[config.mk]
export PLATFORM = sky130hd
export DESIGN_NAME = dpsk_nco_sched_flat
export DESIGN_NICKNAME = d
export VERILOG_FILES = /design/src/rtl/dpsk_nco_sched_if.sv /design/src/rtl/dpsk_nco_sched.sv /design/src/flat_wrapper.sv
export SDC_FILE = /design/constraint.sdc
export NUM_CORES = 1
export LEC_CHECK = 0
export BUFFER_PORTS_ARGS = -buffer_cell sky130_fd_sc_hd__buf_2
export CAP_MARGIN = 20
export CORE_ASPECT_RATIO = 1.25
export CORE_MARGIN = 10
export CORE_UTILIZATION = 40
export DETAILED_ROUTE_END_ITERATION = 8
export GPL_TIMING_DRIVEN = 1
export PLACE_DENSITY_LB_ADDON = 0.05
export SYNTH_ARGS = -nofsm -noshare
export SYNTH_HDL_FRONTEND = slang
export SYNTH_SLANG_ARGS = --single-unit
[constraint.sdc]
create_clock -name clk -period 2.6 [get_ports clk]
set_input_delay 0.39 -clock clk [delete_from_list [all_inputs] [get_ports clk]]
set_output_delay 0.39 -clock clk [all_outputs]
set_load 0.02 [all_outputs]
[src/rtl/dpsk_nco_sched_if.sv]
// Source/NCO-side bundle for the DPSK symbol scheduler.
// DQPSK_MODE_EN widens bit_data to a dibit.
interface dpsk_nco_sched_if #(
  parameter int ACC_W = 34,
  parameter int LEN_W = 16
);
`ifdef DQPSK_MODE_EN
  localparam int DW = 2;
`else
  localparam int DW = 1;
`endif

  logic             enable;
  logic [ACC_W-1:0] cfg_phi_inc;
  logic [LEN_W-1:0] cfg_sym_len;
  logic [DW-1:0]    bit_data;
  logic             bit_valid;
  logic             bit_ready;
  logic [ACC_W-1:0] nco_phi_inc;
  logic [ACC_W-1:0] nco_phase_mod;
  logic             nco_clken;
  logic             nco_valid;
  logic             sym_strobe;
  logic             busy;
  logic             underrun;

  modport master (
    output enable, cfg_phi_inc, cfg_sym_len, bit_data, bit_valid, nco_valid,
    input  bit_ready, nco_phi_inc, nco_phase_mod, nco_clken, sym_strobe, busy, underrun
  );

  modport slave (
    input  enable, cfg_phi_inc, cfg_sym_len, bit_data, bit_valid, nco_valid,
    output bit_ready, nco_phi_inc, nco_phase_mod, nco_clken, sym_strobe, busy, underrun
  );
endinterface

[src/rtl/dpsk_nco_sched.sv]
// DPSK symbol scheduler: primes the NCO, paces symbols, differentially encodes source bits.
// DQPSK_MODE_EN switches to dibit (quarter-cycle) differential encoding.
module dpsk_nco_sched #(
  parameter int ACC_W = 34,
  parameter int LEN_W = 16
) (
  input  logic           clk,
  input  logic           reset_n,
  dpsk_nco_sched_if.slave bus
);
`ifdef DQPSK_MODE_EN
  localparam int DW = 2;
`else
  localparam int DW = 1;
`endif

  typedef enum logic [1:0] {S_IDLE, S_PRIME, S_RUN} state_t;

  state_t           state_q, state_d;
  logic [LEN_W-1:0] cnt_q, lenm1_q, lenm1_d;
  logic [ACC_W-1:0] phi_q, pmod_q, pmod_d;
  logic [DW-1:0]    d_q, d_d;
  logic             strobe_q, under_q;
  logic             boundary, start, rdy, clken, busy;

  assign boundary = (state_q == S_RUN) && (cnt_q == lenm1_q);
  assign start    = (state_q == S_IDLE) && bus.enable;
  assign lenm1_d  = (bus.cfg_sym_len == '0) ? '0 : bus.cfg_sym_len - LEN_W'(1);
  // Underrun inserts symbol 0, which leaves the differential state unchanged.
  assign d_d      = bus.bit_valid ? d_q + bus.bit_data : d_q;
  assign pmod_d   = {d_d, {(ACC_W-DW){1'b0}}};

  always_ff @(posedge clk or negedge reset_n) begin
    if (!reset_n) state_q <= S_IDLE;
    else          state_q <= state_d;
  end

  always_comb begin
    state_d = state_q;
    case (state_q)
      S_IDLE:  if (bus.enable) state_d = S_PRIME;
      S_PRIME: if (!bus.enable) state_d = S_IDLE;
               else if (bus.nco_valid) state_d = S_RUN;
      S_RUN:   if (boundary && !bus.enable) state_d = S_IDLE;
      default: state_d = S_IDLE;
    endcase
  end

  always_comb begin
    rdy   = 1'b0;
    clken = 1'b0;
    busy  = 1'b0;
    case (state_q)
      S_PRIME: begin clken = 1'b1; busy = 1'b1; end
      S_RUN:   begin clken = 1'b1; busy = 1'b1; rdy = boundary && bus.enable; end
      default: ;
    endcase
  end

  always_ff @(posedge clk or negedge reset_n) begin
    if (!reset_n) begin
      cnt_q    <= '0;
      lenm1_q  <= '0;
      phi_q    <= '0;
      pmod_q   <= '0;
      d_q      <= '0;
      strobe_q <= 1'b0;
      under_q  <= 1'b0;
    end else begin
      strobe_q <= 1'b0;
      if (start) begin
        phi_q   <= bus.cfg_phi_inc;
        lenm1_q <= lenm1_d;
        pmod_q  <= '0;
        d_q     <= '0;
        under_q <= 1'b0;
      end
      if (state_q == S_PRIME && bus.enable && bus.nco_valid)
        cnt_q <= '0;
      else if (state_q == S_RUN)
        cnt_q <= boundary ? '0 : cnt_q + LEN_W'(1);
      if (rdy) begin
        d_q      <= d_d;
        pmod_q   <= pmod_d;
        strobe_q <= 1'b1;
        if (!bus.bit_valid) under_q <= 1'b1;
      end
    end
  end

  assign bus.bit_ready     = rdy;
  assign bus.nco_clken     = clken;
  assign bus.busy          = busy;
  assign bus.nco_phi_inc   = phi_q;
  assign bus.nco_phase_mod = pmod_q;
  assign bus.sym_strobe    = strobe_q;
  assign bus.underrun      = under_q;
endmodule

[src/flat_wrapper.sv]
// flat-port wrapper written by rule: the top's interface ports become plain ports
module dpsk_nco_sched_flat 
#(
  parameter int ACC_W = 34,
  parameter int LEN_W = 16
)
  (clk, reset_n, bus_enable, bus_cfg_phi_inc, bus_cfg_sym_len, bus_bit_data, bus_bit_valid, bus_nco_valid, bus_bit_ready, bus_nco_phi_inc, bus_nco_phase_mod, bus_nco_clken, bus_sym_strobe, bus_busy, bus_underrun);
  dpsk_nco_sched_if #(.ACC_W(ACC_W), .LEN_W(LEN_W)) bus_i ();
  input  logic clk;
  input  logic reset_n;
  input wire logic [$bits(bus_i.enable)-1:0] bus_enable;
  input wire logic [$bits(bus_i.cfg_phi_inc)-1:0] bus_cfg_phi_inc;
  input wire logic [$bits(bus_i.cfg_sym_len)-1:0] bus_cfg_sym_len;
  input wire logic [$bits(bus_i.bit_data)-1:0] bus_bit_data;
  input wire logic [$bits(bus_i.bit_valid)-1:0] bus_bit_valid;
  input wire logic [$bits(bus_i.nco_valid)-1:0] bus_nco_valid;
  output wire logic [$bits(bus_i.bit_ready)-1:0] bus_bit_ready;
  output wire logic [$bits(bus_i.nco_phi_inc)-1:0] bus_nco_phi_inc;
  output wire logic [$bits(bus_i.nco_phase_mod)-1:0] bus_nco_phase_mod;
  output wire logic [$bits(bus_i.nco_clken)-1:0] bus_nco_clken;
  output wire logic [$bits(bus_i.sym_strobe)-1:0] bus_sym_strobe;
  output wire logic [$bits(bus_i.busy)-1:0] bus_busy;
  output wire logic [$bits(bus_i.underrun)-1:0] bus_underrun;
  assign bus_i.enable = bus_enable;
  assign bus_i.cfg_phi_inc = bus_cfg_phi_inc;
  assign bus_i.cfg_sym_len = bus_cfg_sym_len;
  assign bus_i.bit_data = bus_bit_data;
  assign bus_i.bit_valid = bus_bit_valid;
  assign bus_i.nco_valid = bus_nco_valid;
  assign bus_bit_ready = bus_i.bit_ready;
  assign bus_nco_phi_inc = bus_i.nco_phi_inc;
  assign bus_nco_phase_mod = bus_i.nco_phase_mod;
  assign bus_nco_clken = bus_i.nco_clken;
  assign bus_sym_strobe = bus_i.sym_strobe;
  assign bus_busy = bus_i.busy;
  assign bus_underrun = bus_i.underrun;
  dpsk_nco_sched #(.ACC_W(ACC_W), .LEN_W(LEN_W)) u_core (.clk(clk), .reset_n(reset_n), .bus(bus_i));
endmodule
==> results.md, run 1 <==
- DP HPWL: approximately 7.7 mm
- Largest cells by area after synthesis: dfrtp_1 (47%), nand2_1 (13%), buf_4 (7.2%)
- RSZ-0062 raised after global routing: no
- Register area share after synthesis: 0.4714
- Clk_skew: 0.004999 ns
- Filler cells: 965
- Initial antenna violation count: 0
- Routed WL: about 10 mm
- Num ports: 129
- Design area: 4571 sq um
- Crit Path Category: flop to primary output
- Most frequent cells in the layout: nand2_1 (128), buf_2 (95), dfrtp_1 (71)
- #FFs+latches synth: 71
- CP cell instances: xor2_1 > nor4_2 > nand2_1 > nor4_1 > buf_2
- Die Width: 106.8 um
- GP Congestion: 0.8031
- Placed Instance Area: 4259 sq um
- Crit Reg-Reg Startpoint: u_core.state_q[0]
- Setup Fix Bufs, Post-CTS: 0
- Area growth syn-to-layout: 21.28%
- Nets: 588
- Fmax: 415.9 MHz
- Critical Path RT: between 2 and 2.5 ns
- Final non-filler cell total: around 650
- Ant. Diodes: 0
- Worst Path Arrival: 2.01 ns
- Chip height: 128.5 um
- Crit. End Element: primary output
- DR vias/cell: 4.630
- Layout cells sized above 1: 0.2411
- Clock tree buffer depth: 2
- Post-synth top area cell: dfrtp_1
- Starting Density: 0.4108
- Dpl cells: 638
- Number of flops mapped to enable cells by yosys: 0
- Post-route DRC: 0
- Num rows: 39
- Global-route wire length before repair: roughly 16 mm
- CTS tree: done
- CP max stage delay: roughly 0.44 ns
- Setup crit start: u_core.cnt_q[7]
- Worst slew pin tran: 0.6209 ns
- DR iter-0 viols: between 100 and 150
- Primary FF master, synth: dfrtp_1
- Hold Fails Final Rpt: 0
- Clk Latency, worst-skew pair: 0.33 ns
- Antenna-violating nets left: 0
- Final setup violating endpoints: 0
- Max-capacitance violation count: 0
- Pre-antenna DRT Iters: 4
- Synth Instances: ~430
- Setup TNS: 0 ns
- Final cycle utilization of the critical path: 0.9247
- Synth warn: 0
- Routed len/inst: 15.01 um
- Normalized max-slew margin: 0.5861
- Clock sink count: 71
- Setup crit start kind: flop
- P per Cell Area: 1071 nW/um^2
- Worst vdd ir: between 500 and 600 uV
- Tmin final: approximately 2.4 ns
- Via count: about 3.0k
- CP Max Fanout: 6
- Clk slew on worst S/H paths: 0.06 ns
- Grt total ovfl: 0
- Slew Limit Fails: 0
- IO Port Bufs: 95
- Hold Path Class: primary input to asynchronous set/reset pin
- Setup slack, reg-to-reg: 0.62 ns
- GRT Util Overall: 0.1446
- Syn avg cell area: 8.744 sq um
- Die ar.: 13,730 sq um
- Asr flop ratio synth: 1.000
- Leakage: 2.323 nW
- Slowest library cell on the worst path: dfrtp_1
- Yosys top cell area share: 0.4714
- Largest net degree at the start of global routing: 48
- Yosys cell types: 43
- CTS Buf Count: 9
- Leading cell type in the layout, fill and taps excluded: nand2_1
- Vias in the first global route: ~3.2k
- Root Buffer Master: clkbuf_16
- Synth Cell Area: about 3800 sq um
- H-tree levels: 3
- Status: finished clean
- Std-Cell Core Area: between 9000 and 10,000 sq um
worst max-delay path, delay by kind of cell, from the launching register on:
kind                   cells  cell delay [ns]
AND/OR/NAND/NOR            3             0.79
flip-flops                 1             0.44
buffers and inverters      1             0.24
XOR/XNOR                   1             0.20
through the flow:
| stage | utilization | worst slack, ns | hold WS, ns | power (W) |
|---|---|---|---|---|
| 6_report | 0.4982 | 0.1959 | 0.07339 | 0.004897 |
| 5_1_grt | 0.4982 | 0.08719 | 0.1268 | 0.005260 |
| 4_1_cts | 0.4969 | 0.06639 | 0.09769 | 0.004954 |
| 3_5_place_dp | 0.4643 | 0.4310 | 0.4493 | 0.003692 |
| 3_3_place_gp | 0.4643 | 0.4626 | 0.4536 | 0.003666 |
| 2_1_floorplan | - | 0.4336 | 0.09441 | 0.003091 |
synthesized netlist by cell type, types with 2 or more instances:
master,count
o31ai_1,5
nand3_1,12
xnor2_1,16
nor3_1,10
dfrtp_1,71
inv_2,3
xor2_1,21
a31oi_1,3
buf_4,36
mux2i_1,4
o21ai_0,8
nand4_1,6
or4_1,4
nor2b_1,2
nor2_1,29
a21oi_1,6
o21ai_1,8
nand2b_1,2
clkbuf_1,12
ha_1,6
nand2_1,128
nor4_1,7
inv_1,7
and3_1,3
a211oi_1,4
layer usage:
layer | up-vias | part of all wire | track usage
li1 | 1540 | - | -
met1 | 1401 | 0.40 | 0.1553
met2 | 74 | 0.51 | 0.2492
met3 | 13 | 0.072 | 0.05195
met4 | 0 | 0.020 | 0.06624
met5 | - | 0 | 0
repair_timing:
| action | CTS | global route |
|---|---|---|
| hold buffers | 0 | 0 |
| endpoints found under the setup margin | 0 | 1 |
| gates resized for setup | 0 | 2 |
layout make-up:
type	instances	area, sq um	area share
inverters	10	37.54	0.008212
multi-input cells	332	1763	0.3857
repair buffers	102	540.5	0.1183
well taps	123	153.9	0.03367
clock buffers	10	239.0	0.05229
clock inverters	6	60.06	0.01314
flip-flops and latches	71	1777	0.3887
final timing paths:
check,endpoint,cells past startpoint
max in group asynchronous,u_core.cnt_q[12],2
max reg2reg,u_core.cnt_q[9],7
max,bus_bit_ready,5
min in group clk,u_core.bus.nco_phi_inc[13],3
min reg2reg,u_core.bus.nco_phi_inc[6],2
min,u_core.bus.nco_phi_inc[0],1
state kept, by name, summed over array words and instances (netlist names):
signal and count:
u_core.lenm1_q 16, u_core.state_q 2, u_core.bus.nco_phase_mod 1, u_core.cnt_q 16, u_core.bus.nco_phi_inc 34, u_core.bus.underrun 1
u_core.bus.sym_strobe 1
logic make-up after synthesis:
logic type      share of synthesized area
simple gates                       0.2510
flops                              0.4714
buf+inv                           0.09595
compound gates                    0.06408
xor+xnor                          0.08599
fa+ha+maj                         0.01992
mux                               0.01062
other cells                     0.0009951
report_power, final:
| group | leakage [nW] | switching [W] | internal (W) | total [W] |
|---|---|---|---|---|
| Sequential | 0.885 | 0.000272 | 0.00152 | 0.00180 |
| Clock | 0.144 | 0.000476 | 0.000763 | 0.00124 |
| Combinational | 1.29 | 0.00121 | 0.000654 | 0.00186 |
Note: power is estimated with default switching activity, not from simulation.
==> run 2, diff against run 1 <==
CTS_BUF_LIST = sky130_fd_sc_hd__clkbuf_4 sky130_fd_sc_hd__clkbuf_8   (was unset)
==> results.md, run 2 (same netlist as run 1, synthesis figures left out) <==
- IO Port Bufs: 95 (unchanged)
- Setup Fix Bufs, Post-CTS: 0 (unchanged)
- Clock share of power: 0.198 (was 0.253)
- Nets: 588 (unchanged)
- Via count: 3,047 (was 3,028)
- Clk slew on worst S/H paths: 0.08 ns (was 0.06 ns)
- Sw frac: 0.4212 (was 0.3994)
- CTS tree: done (unchanged)
- Final cycle utilization of the critical path: 0.9373 (was 0.9247)
- Worst vdd ir: 562.1 uV (was 580.8 uV)
- Ant. Diodes: 0 (unchanged)
- Worst slew pin tran: 0.6160 ns (was 0.6209 ns)
- Setup crit start kind: flop (unchanged)
- Num rows: 39 (unchanged)
- Clk Latency, worst-skew pair: 0.35 ns (was 0.33 ns)
- Global-route wire length before repair: 15.92 mm (was 15.99 mm)
- Clk_skew: 0.006826 ns (was 0.004999 ns)
- Chip height: 128.5 um (unchanged)
- NetSw: 0.001920 W (was 0.001956 W)
- Fmax: 410.4 MHz (was 415.9 MHz)
- CTS resizes: 0 (unchanged)
- Initial antenna violation count: 0 (unchanged)
- H-tree levels: 3 (unchanged)
- Pre-antenna DRT Iters: 4 (unchanged)
- Most frequent cells in the layout: nand2_1 (128), buf_2 (95), dfrtp_1 (71) (unchanged)
- Crit Path Category: flop to primary output (unchanged)
- Routed len/inst: 15.00 um (was 15.01 um)
- CP Max Fanout: 6 (unchanged)
- RSZ-0062 raised after global routing: no (unchanged)
- Seq pwr share: 0.393 (was 0.367)
- DR iter-0 viols: 116 (was 110)
- Clock sink count: 71 (unchanged)
- P_int: 0.002639 W (was 0.002941 W)
- Grt total ovfl: 0 (unchanged)
- P per Cell Area: 1020 nW/um^2 (was 1071 nW/um^2)
- GP Congestion: 0.8031 (unchanged)
- DP HPWL: 7.680 mm (unchanged)
- Max-capacitance violation count: 0 (unchanged)
- Largest net degree at the start of global routing: 48 (unchanged)
- Status: finished clean (unchanged)
- Critical Path RT: 2.21 ns (about the same)
- Root Buffer Master: clkbuf_8 (was clkbuf_16)
- Leakage: 2.277 nW (was 2.323 nW)
- Hold Path Class: primary input to asynchronous set/reset pin (unchanged)
- Routed WL: 9.812 mm (was 9.815 mm)
- Num ports: 129 (unchanged)
- Post-route DRC: 0 (unchanged)
- Starting Density: 0.4108 (unchanged)
- Vias in the first global route: 3,222 (was 3,230)
- Clock tree buffer depth: 2 (unchanged)
- Leading cell type in the layout, fill and taps excluded: nand2_1 (unchanged)
- Crit. End Element: primary output (unchanged)
- Slew Limit Fails: 0 (unchanged)
- Tmin final: 2.437 ns (was 2.404 ns)
- Post-CTS Hold Buffers: 0 (unchanged)
- Antenna-violating nets left: 0 (unchanged)
- GRT Util Overall: 0.1435 (was 0.1446)
- Setup TNS: 0 ns (unchanged)
- DR vias/cell: 4.659 (was 4.630)
- Comb pwr share: 0.409 (was 0.380)
- Hold Fails Final Rpt: 0 (unchanged)
- Layout cells sized above 1: 0.2411 (unchanged)
- Die Width: 106.8 um (unchanged)
- Std-Cell Core Area: 9174 sq um (unchanged)
- Normalized max-slew margin: 0.5894 (was 0.5861)
- Die ar.: 13,730 sq um (unchanged)
- Final setup violating endpoints: 0 (unchanged)
- Area growth syn-to-layout: 18.59% (was 21.28%)
- Max reg flops: 34 (unchanged)
- Worst Path Arrival: 2.05 ns (was 2.01 ns)
- Hold WS: 0.04758 ns (was 0.07339 ns)
- CTS Buf Count: 9 (unchanged)
- Util after Layout: 0.4872 (was 0.4982)
-- run 2: changes by cell type in the layout (fill, tap and decap cells not counted) --
cell / change
clkbuf_16: -9
clkbuf_8: +9
-- run 2: area by class of cell --
type / instances / area (sq um)
fillers: 977 / 4705
flip-flops and latches: 71 / 1777
multi-input cells: 332 / 1763
repair buffers: 102 / 540.5
well taps: 123 / 153.9
clock buffers: 10 / 137.6
clock inverters: 6 / 60.06
inverters: 10 / 37.54
-- run 2: final timing paths --
kind,end,slack (ns),startpoint,depth (start not counted)
setup / recovery,bus_bit_ready,0.16,u_core.cnt_q[7],5
hold reg to reg,u_core.bus.nco_phi_inc[6],0.47,u_core.bus.nco_phi_inc[6],2
setup reg to reg,u_core.cnt_q[15],0.62,u_core.state_q[0],7
max in group asynchronous,u_core.bus.nco_phase_mod[33],1.90,reset_n,2
min in group clk,u_core.bus.nco_phi_inc[13],0.22,bus_cfg_phi_inc[13],3
hold / removal,u_core.bus.nco_phi_inc[0],0.05,reset_n,1
-- run 2: routing by layer --
metal / vias to the layer above / wire (um) / GRT usage
met5: - / 0 / 0
met4: 0 / 182 / 0.06624
met3: 14 / 697 / 0.05045
met2: 74 / 4954 / 0.2470
met1: 1420 / 3978 / 0.1550
li1: 1539 / - / -
-- run 2: power groups by stage --
stage	clock (W)	sequential [W]	combinational (W)
after global placement	0	0.00180	0.00187
after detailed placement	0	0.00181	0.00188
final	0.000903	0.00179	0.00186
after global routing	0.000967	0.00186	0.00209
after floorplan	0	0.00208	0.00101
after CTS	0.000927	0.00180	0.00188
-- run 2: worst max-delay path: stages, from the launching register on --
cell	delay, ns
dfrtp_1	0.45
xor2_1	0.20
nor4_2	0.32
nand2_1	0.10
nor4_1	0.38
buf_2	0.24
-- run 2: stage by stage --
| stage | worst slack (ns) | instances | power [W] | cell area, sq um |
|---|---|---|---|---|
| after floorplan | 0.4336 | 463 | 0.003091 | 3889 |
| after global placement | 0.4626 | 638 | 0.003666 | 4259 |
| after detailed placement | 0.4310 | 638 | 0.003692 | 4259 |
| after CTS | 0.03293 | 654 | 0.004608 | 4457 |
| after global routing | 0.05367 | 654 | 0.004914 | 4469 |
| final | 0.1631 | 654 | 0.004559 | 4469 |
